<file path="src/rtl/riscv_ex_pkg.sv">
// Shared encodings for the ID/EX stage: ALU control codes, alu_op classes,
// funct3 values and id_ctrl bit positions.
package riscv_ex_pkg;

  typedef enum logic [3:0] {
    ALU_AND = 4'b0000,
    ALU_OR  = 4'b0001,
    ALU_ADD = 4'b0010,
    ALU_SUB = 4'b0100,
    ALU_SLT = 4'b1000
  } alu_ctrl_e;

  typedef enum logic [1:0] {
    ALUOP_LS  = 2'b00,
    ALUOP_BR  = 2'b01,
    ALUOP_R   = 2'b10,
    ALUOP_I   = 2'b11
  } alu_op_e;

  localparam logic [2:0] F3_ADD = 3'b000;
  localparam logic [2:0] F3_SLT = 3'b010;
  localparam logic [2:0] F3_OR  = 3'b110;
  localparam logic [2:0] F3_AND = 3'b111;

  localparam int CTRL_W          = 4;
  localparam int CTRL_REG_WRITE  = 3;
  localparam int CTRL_MEM_READ   = 2;
  localparam int CTRL_MEM_WRITE  = 1;
  localparam int CTRL_MEM_TO_REG = 0;

endpackage

</file>
<file path="src/rtl/alu_ctrl_dec.sv">
// Combinational decode of alu_op/funct3/funct7_5 into the 4-bit ALU control
// code, flagging funct3 values the ALU does not implement.
module alu_ctrl_dec
  import riscv_ex_pkg::*;
(
  input  logic [1:0] alu_op_i,
  input  logic [2:0] funct3_i,
  input  logic       funct7_5_i,
  output logic [3:0] alu_control_o,
  output logic       illegal_o
);

  always_comb begin
    alu_control_o = ALU_ADD;
    illegal_o     = 1'b0;
    case (alu_op_i)
      ALUOP_LS: alu_control_o = ALU_ADD;
      ALUOP_BR: alu_control_o = ALU_SUB;
      default: begin
        case (funct3_i)
          // ADDI has no SUB form, so bit 30 only matters for R-type
          F3_ADD:  alu_control_o = (alu_op_i == ALUOP_R && funct7_5_i) ? ALU_SUB : ALU_ADD;
          F3_AND:  alu_control_o = ALU_AND;
          F3_OR:   alu_control_o = ALU_OR;
          F3_SLT:  alu_control_o = ALU_SLT;
          default: begin
            alu_control_o = ALU_ADD;
            illegal_o     = 1'b1;
          end
        endcase
      end
    endcase
  end

endmodule

</file>
<file path="src/rtl/id_ex_stage.sv">
// ID/EX pipeline register feeding the 64-bit ALU; valid/ready handshake with
// stall and flush. Define FWD_EN to add EX/MEM and MEM/WB operand forwarding.
module id_ex_stage
  import riscv_ex_pkg::*;
#(
  parameter int XLEN   = 64,
  parameter int REG_AW = 5
) (
  input  logic              clk,
  input  logic              rst_n,
  input  logic              flush,
  input  logic              id_valid,
  output logic              id_ready,
  input  logic [XLEN-1:0]   id_pc,
  input  logic [XLEN-1:0]   id_rs1_data,
  input  logic [XLEN-1:0]   id_rs2_data,
  input  logic [XLEN-1:0]   id_imm,
  input  logic [REG_AW-1:0] id_rd,
  input  logic [1:0]        id_alu_op,
  input  logic [2:0]        id_funct3,
  input  logic              id_funct7_5,
  input  logic              id_alu_src,
  input  logic [CTRL_W-1:0] id_ctrl,
`ifdef FWD_EN
  input  logic [REG_AW-1:0] id_rs1,
  input  logic [REG_AW-1:0] id_rs2,
  input  logic [REG_AW-1:0] exm_rd,
  input  logic              exm_reg_write,
  input  logic [XLEN-1:0]   exm_result,
  input  logic [REG_AW-1:0] mwb_rd,
  input  logic              mwb_reg_write,
  input  logic [XLEN-1:0]   mwb_result,
`endif
  output logic              ex_valid,
  input  logic              ex_ready,
  output logic [XLEN-1:0]   ex_in1,
  output logic [XLEN-1:0]   ex_in2,
  output logic [3:0]        ex_alu_control,
  output logic [XLEN-1:0]   ex_store_data,
  output logic [XLEN-1:0]   ex_pc,
  output logic [REG_AW-1:0] ex_rd,
  output logic [CTRL_W-1:0] ex_ctrl,
  output logic              ex_illegal
);

  logic [3:0]        dec_code;
  logic              dec_ill;

  logic              vld_q, vld_d;
  logic [CTRL_W-1:0] ctrl_q, ctrl_d;
  logic              load;
  logic [XLEN-1:0]   pc_q, rs1d_q, rs2d_q, imm_q;
  logic [REG_AW-1:0] rd_q;
  logic [3:0]        code_q;
  logic              ill_q, src_q;
  logic [XLEN-1:0]   rs1_val, rs2_val;

  alu_ctrl_dec u_dec (
    .alu_op_i      (id_alu_op),
    .funct3_i      (id_funct3),
    .funct7_5_i    (id_funct7_5),
    .alu_control_o (dec_code),
    .illegal_o     (dec_ill)
  );

  assign id_ready = !vld_q || ex_ready;
  assign load     = !flush && id_ready && id_valid;

  // Flush and bubbles clear valid and ctrl only; the rest of the payload holds.
  always_comb begin
    vld_d  = vld_q;
    ctrl_d = ctrl_q;
    if (flush) begin
      vld_d  = 1'b0;
      ctrl_d = '0;
    end else if (id_ready) begin
      vld_d  = id_valid;
      ctrl_d = id_valid ? id_ctrl : '0;
    end
  end

  always_ff @(posedge clk or negedge rst_n) begin
    if (!rst_n) begin
      vld_q  <= 1'b0;
      ctrl_q <= '0;
    end else begin
      vld_q  <= vld_d;
      ctrl_q <= ctrl_d;
    end
  end

  always_ff @(posedge clk or negedge rst_n) begin
    if (!rst_n) begin
      pc_q   <= '0;
      rs1d_q <= '0;
      rs2d_q <= '0;
      imm_q  <= '0;
      rd_q   <= '0;
      code_q <= '0;
      ill_q  <= 1'b0;
      src_q  <= 1'b0;
    end else if (load) begin
      pc_q   <= id_pc;
      rs1d_q <= id_rs1_data;
      rs2d_q <= id_rs2_data;
      imm_q  <= id_imm;
      rd_q   <= id_rd;
      code_q <= dec_code;
      ill_q  <= dec_ill;
      src_q  <= id_alu_src;
    end
  end

`ifdef FWD_EN
  logic [REG_AW-1:0] rs1a_q, rs2a_q;

  always_ff @(posedge clk or negedge rst_n) begin
    if (!rst_n) begin
      rs1a_q <= '0;
      rs2a_q <= '0;
    end else if (load) begin
      rs1a_q <= id_rs1;
      rs2a_q <= id_rs2;
    end
  end

  // x0 is never forwarded; the younger EX/MEM result wins over MEM/WB.
  function automatic logic [XLEN-1:0] fwd(input logic [REG_AW-1:0] src,
                                          input logic [XLEN-1:0]   regval);
    if (exm_reg_write && exm_rd != '0 && exm_rd == src)      return exm_result;
    else if (mwb_reg_write && mwb_rd != '0 && mwb_rd == src) return mwb_result;
    else                                                     return regval;
  endfunction

  assign rs1_val = fwd(rs1a_q, rs1d_q);
  assign rs2_val = fwd(rs2a_q, rs2d_q);
`else
  assign rs1_val = rs1d_q;
  assign rs2_val = rs2d_q;
`endif

  assign ex_valid       = vld_q;
  assign ex_ctrl        = ctrl_q;
  assign ex_in1         = rs1_val;
  assign ex_in2         = src_q ? imm_q : rs2_val;
  assign ex_store_data  = rs2_val;
  assign ex_alu_control = code_q;
  assign ex_pc          = pc_q;
  assign ex_rd          = rd_q;
  assign ex_illegal     = ill_q;

endmodule
</file>
<file path="config.mk">
export PLATFORM = sky130hd
export DESIGN_NAME = id_ex_stage
export DESIGN_NICKNAME = d
export VERILOG_FILES = /design/src/rtl/riscv_ex_pkg.sv /design/src/rtl/alu_ctrl_dec.sv /design/src/rtl/id_ex_stage.sv
export SDC_FILE = /design/constraint.sdc
export NUM_CORES = 1
export LEC_CHECK = 0
export ABC_AREA = 1
export BUFFER_PORTS_ARGS = -buffer_cell sky130_fd_sc_hd__clkbuf_2
export CAP_MARGIN = 5
export CORE_AREA = 2 2 212 214
export DETAILED_ROUTE_END_ITERATION = 10
export DIE_AREA = 0 0 214 216
export PLACE_DENSITY = 0.6
export SYNTH_ARGS = -nofsm -noshare
export SYNTH_HDL_FRONTEND = slang
export SYNTH_SLANG_ARGS = --single-unit
</file>
<file path="constraint.sdc">
create_clock -name clk -period 1.65 [get_ports clk]
set_input_delay 0.33 -clock clk [delete_from_list [all_inputs] [get_ports clk]]
set_output_delay 0.33 -clock clk [all_outputs]
set_load 0.05 [all_outputs]
</file>
## After elaboration in Yosys (flattened, before gate mapping)

Cells that the tools add are included.

- Bits in registers: 272
- Output and inout port bits: 272
- Word-level logic and storage cells: 37

- Equality and inequality tests: 5
- Multiplexer cells: 11
- Reductions and logical operators: 11

Operators with widths:

| operator | count |
|---|---|
| $mux 64 | 1 |
| $pmux 4 s4 | 1 |
| $mux 4 | 3 |
| $pmux 4 s2 | 1 |
| $eq 3x3->1 const B | 2 |
| $mux 1 | 4 |
| $reduce_or 4->1 | 1 |
| $eq 3x2->1 const B | 1 |
| $logic_and 1x1->1 | 3 |
| $logic_not 3->1 | 1 |
| $mux 3 | 1 |
| $eq 2x1->1 const B | 1 |
| $eq 2x2->1 const B | 1 |
| $logic_not 1->1 | 2 |
| $logic_not 2->1 | 1 |
| $reduce_bool 2->1 | 1 |
| $reduce_or 2->1 | 1 |
| $logic_or 1x1->1 | 1 |

## Logic depth before layout (Yosys ltp)

- Depth in word-level cells: 5
- Gate-level depth with buffers: 8

## Cells and area by module

From an unflattened synthesis, not the netlist that was laid out.

- Cell total of the unflattened synthesis: 1,407
- Area, all modules: 11,683.7 µm²

Modules (own cells, without submodules):

| module | instances | cells each | area an instance (µm²) | sequential area each (µm²) |
|---|---|---|---|---|
| id_ex_stage | 1 | 1,387 | 11,596.1 | 6,806.5 |
| alu_ctrl_dec | 1 | 20 | 87.6 | 0.0 |

## Worst setup path before layout

OpenSTA, ideal clock, no wires.

- Kind: register -> output
- Start: register src_q
- End: output port ex_in2[58]
- Data arrival time: 1.822 ns
- Data required time: 1.320 ns
- Setup slack: -0.502 ns
- Stages on the path, launching flop included: 4
- Path through: dfrtp_1 > buf_2 > clkbuf_1 > o21ai_0

- Cells in the longest elaborated chain, start to end: 1

RTL lines:

| item | RTL line | RTL |
|---|---|---|
| start, declared | id_ex_stage.sv:55 | `logic ill_q, src_q;` |
| start signal, assigned | id_ex_stage.sv:110 | `src_q <= id_alu_src;` |
| $mux 64 | id_ex_stage.sv:145 | `assign ex_in2 = src_q ? imm_q : rs2_val;` |
| end, declared | id_ex_stage.sv:37 | `output logic [XLEN-1:0] ex_in2,` |

Every way passes these cells.

## Final worst setup path

- Start: register src_q
- End: output port ex_in2[55]

The elaborated chain is that of the path after synthesis.

==> run_results.csv <==
group,metric,value,unit
sta,finalSetupViolCount,64,
yosys,synth-async-reset-ratio,100.0,%
place,place_inst,2427,
setup_path,cpLargestDelayFamily,"flip-flops",
pwr,p_per_area,1246,mW/mm²
detailed_routing,drtPass1Iterations,5,
sta,finalClockSkew,0.01637,ns
setup_path,cp_num_cells,4,
global_routing,grt_max_degree,65,
floorplan,io_pins,549,
sta,fin_crit_sh,127.8,%
clocking,cts_root_buf,"clkbuf_16",
floorplan,core,0.04384,mm²
sta,whs,0.01619,ns
yosys,avgSynthCellArea,8.430,µm²
setup_path,worst-path-buf-inv,3,
clocking,cts_tree,"built",
clocking,cts-buffers-inserted,29,
place,io_buffers,548,
sta,relSlewSlack,68.13,%
sta,rsz0062_at_grt,"yes",
setup_path,critPathMaxStageDelay,0.51,ns
detailed_routing,drt_iter0_markers,823,
cells_and_area,syn2layout_area_growth,78.63,%
global_routing,grt.overflow.total,0,
setup_path,path_cells,"buf_6 -> buf_12 -> o21ai_4 -> buf_8",
sta,fin_crit,2.108,ns
yosys,syn_inst,1311,
place,place_area,0.01499,mm²
clocking,htreeDepth,1,
run_status,violations,"negative setup slack",
setup_path,worstSetupStartpointType,"flip-flop",
setup_path,timing.rr.start,"ex_valid",
sta,fmax,474.3,MHz
yosys,synth_commonest_cells,"740 x nand2_1, 272 x dfrtp_1, 111 x o21ai_0",
setup_path,critPathCaptureType,"output pin",
run_status,status,"finished, violations left",
floorplan,die-width,214,µm
setup_path,rrSetupSlack,0.10,ns
clocking,clkSlewWorstSetupHoldPaths,0.06,ns
yosys,syn_area,0.01105,mm²
clocking,clk_latency,0.56,ns
setup_path,r2r-end,"ex_store_data[40]",
global_routing,grt_pass1_vias,12380,
yosys,synth_area_leader_cell,"dfrtp_1",
pwr,peakVddDrop,0.0008167,V
detailed_routing,wl_per_cell,16.01,µm
detailed_routing,vias,11960,
yosys,synth_top_flop_cell,"dfrtp_1",
setup_path,cp.arrival,1.78,ns
clocking,cts_sinks,272,
yosys,yosysWarnings,0,
place,dp.final_hpwl,28.42,mm
cells_and_area,layoutNonFillerInstCount,2742,
hold_path,hold_start,"id_imm[33]",
sta,fin_ws,-0.4584,ns
job,maxCapViolCount,0,
cells_and_area,final_net_count,2402,
floorplan,dieArea,0.04622,mm²
global_routing,grt_first_pass_wirelength,65.52,mm
setup_path,critPathKind,"reg2out",
sta,tns,-24.41,ns
yosys,yosysUniqueCellTypes,17,
floorplan,die_h,216,µm
setup_path,worstPathRequired,1.32,ns
setup_path,slowest_stage,"dfrtp_4",
detailed_routing,drt.antenna.violating_nets,0,
yosys,synth_edf_count,0,
pwr,p_leak,10.42,nW
setup_path,crit_fanout,10,
yosys,synth_top_area_share,61.59,%
floorplan,start_util,25.21,%
yosys,ys_ff_latch,272,
hold_path,hold_end,"imm_q[33]",
yosys,synth_most_common_cell,"nand2_1",
yosys,syn_nets,1588,
detailed_routing,wirelength,43.90,mm
place,place_congestion,0.9279,
sta,maxSlewViolCount,0,
yosys,synth_area_leaders,"dfrtp_1 62%, nand2_1 25%, o21ai_0 5.0%, inv_1 2.5%, buf_4 1.9%",
hold_path,holdPathStages,3,
cells_and_area,drive_above_1_share,35.10,%
yosys,ys_seq_area_share,61.59,%
hold_path,hp-class,"in2reg",
clocking,clockBufferDepth,3,
cells_and_area,final_area,0.01974,mm²
global_routing,antenna_found_initial,1,
sta,worst_slew_pin_slew,0.4780,ns
detailed_routing,via_per_inst,4.363,
sta,hold_viol_final,0,
global_routing,groute.usage.overall,17.40,%
cells_and_area,post-route-util,45.04,%
detailed_routing,remaining_drc_errors,0,
setup_path,ff2ff_path_depth,8,
floorplan,row_count,77,
## repair_timing
| item | 4_1_cts | 5_1_grt |
|---|---|---|
| cloned | 0 | 3 |
| setup endpoints to repair | 69 | 65 |
| pin swaps | 1 | 18 |
| hold endpoints to repair | 286 | 0 |
| hold buffers | 254 | 0 |
| buffers inserted | 1 | 2 |
| resized for setup | 134 | 151 |
## report_power, final
part	switching, mW	leakage, nW	internal [mW]
Combinational	6.61	6.58	3.15
Clock	2.69	0.473	3.79
Sequential	0.686	3.37	7.67
Total	9.99	10.4	14.6
## state kept, by name, indices dropped and copies added (netlist names)
register,count
ex_alu_control,4
ex_ctrl,4
ex_illegal,1
ex_in1,64
ex_pc,64
ex_rd,5
ex_store_data,64
ex_valid,1
imm_q,64
src_q,1
## worst reg2reg max path, cell delays in order (launching register included)
cell     delay (ns)
dfrtp_2        0.42
nand2_4        0.08
buf_4          0.14
nand2_8        0.08
inv_8          0.10
buf_12         0.17
buf_12         0.22
nand2_1        0.12
o21ai_0        0.11
## final cells by class
type                       count  area (µm²)
tap                          592       740.7
clock inverter                 9       76.32
multi-input combinational    891        4210
antenna                        2       5.005
timing repair buffer         855        6729
clock buffer                  45       875.8
sequential                   272        6812
fill                        3863       24090
inverter                      76       292.8
## layer usage
metal  part of all wire (%)  wire length [µm]  up-vias  global-route usage, %
li1                       -                 -     5620                      -
met1                     38             16660     5621                  19.89
met2                     51             22280      580                  31.15
met3                    7.0              3057      143                  3.805
met4                    4.3              1906        0                  7.669
met5                      0                 0        -                      0
## logic make-up after synthesis
kind of cell           after synthesis  synth area share, %
buffers and inverters              148                6.385
and+or+nand+nor                    756                25.91
AOI/OAI and AO/OA                  135                6.113
DFF                                272                61.59
## how the worst max path moves through the flow
| stage | from | endpoint |
|---|---|---|
| 4_1_cts | src_q | ex_in2[4] |
| 3_3_place_gp | src_q | ex_in2[32] |
| 2_1_floorplan | src_q | ex_in2[58] |
| 6_report | src_q | ex_in2[55] |
| 5_1_grt | src_q | ex_in2[55] |
| 3_5_place_dp | src_q | ex_in2[4] |
## placed cells by master, fill, tap and decap left out
master,synthesis,routed
nand2_1,740,704
clkbuf_2,0,478
dfrtp_1,272,270
dlygate4sd3_1,0,254
inv_1,75,75
o21ai_0,111,47
o21ai_4,0,44
buf_8,0,41
nand2_2,1,36
clkbuf_16,0,32
buf_12,0,31
buf_4,28,28
o21ai_1,24,25
clkbuf_8,0,21
o21ai_2,0,19
nor2_1,7,7
clkbuf_1,19,7
clkinv_2,0,6
nand3_1,5,5
clkbuf_4,0,4
diode_2,0,2
buf_16,0,2
buf_6,2,2
nand2_4,1,1
nor2_4,1,1
nand2_8,0,1
inv_8,0,1
or2_2,1,1
inv_6,0,1
bufinv_16,0,1
clkinvlp_4,0,1
dfrtp_2,0,1
dfrtp_4,0,1
## through the flow
step | setup slack [ns] | total power, mW
floorplan | -0.1342 | 13.73
global placement | 0.1101 | 16.28
detailed placement | 0.09436 | 16.34
CTS | -0.4471 | 23.93
global route | -0.4880 | 25.57
finish | -0.4584 | 24.60
(Power assumes the default switching activity.)
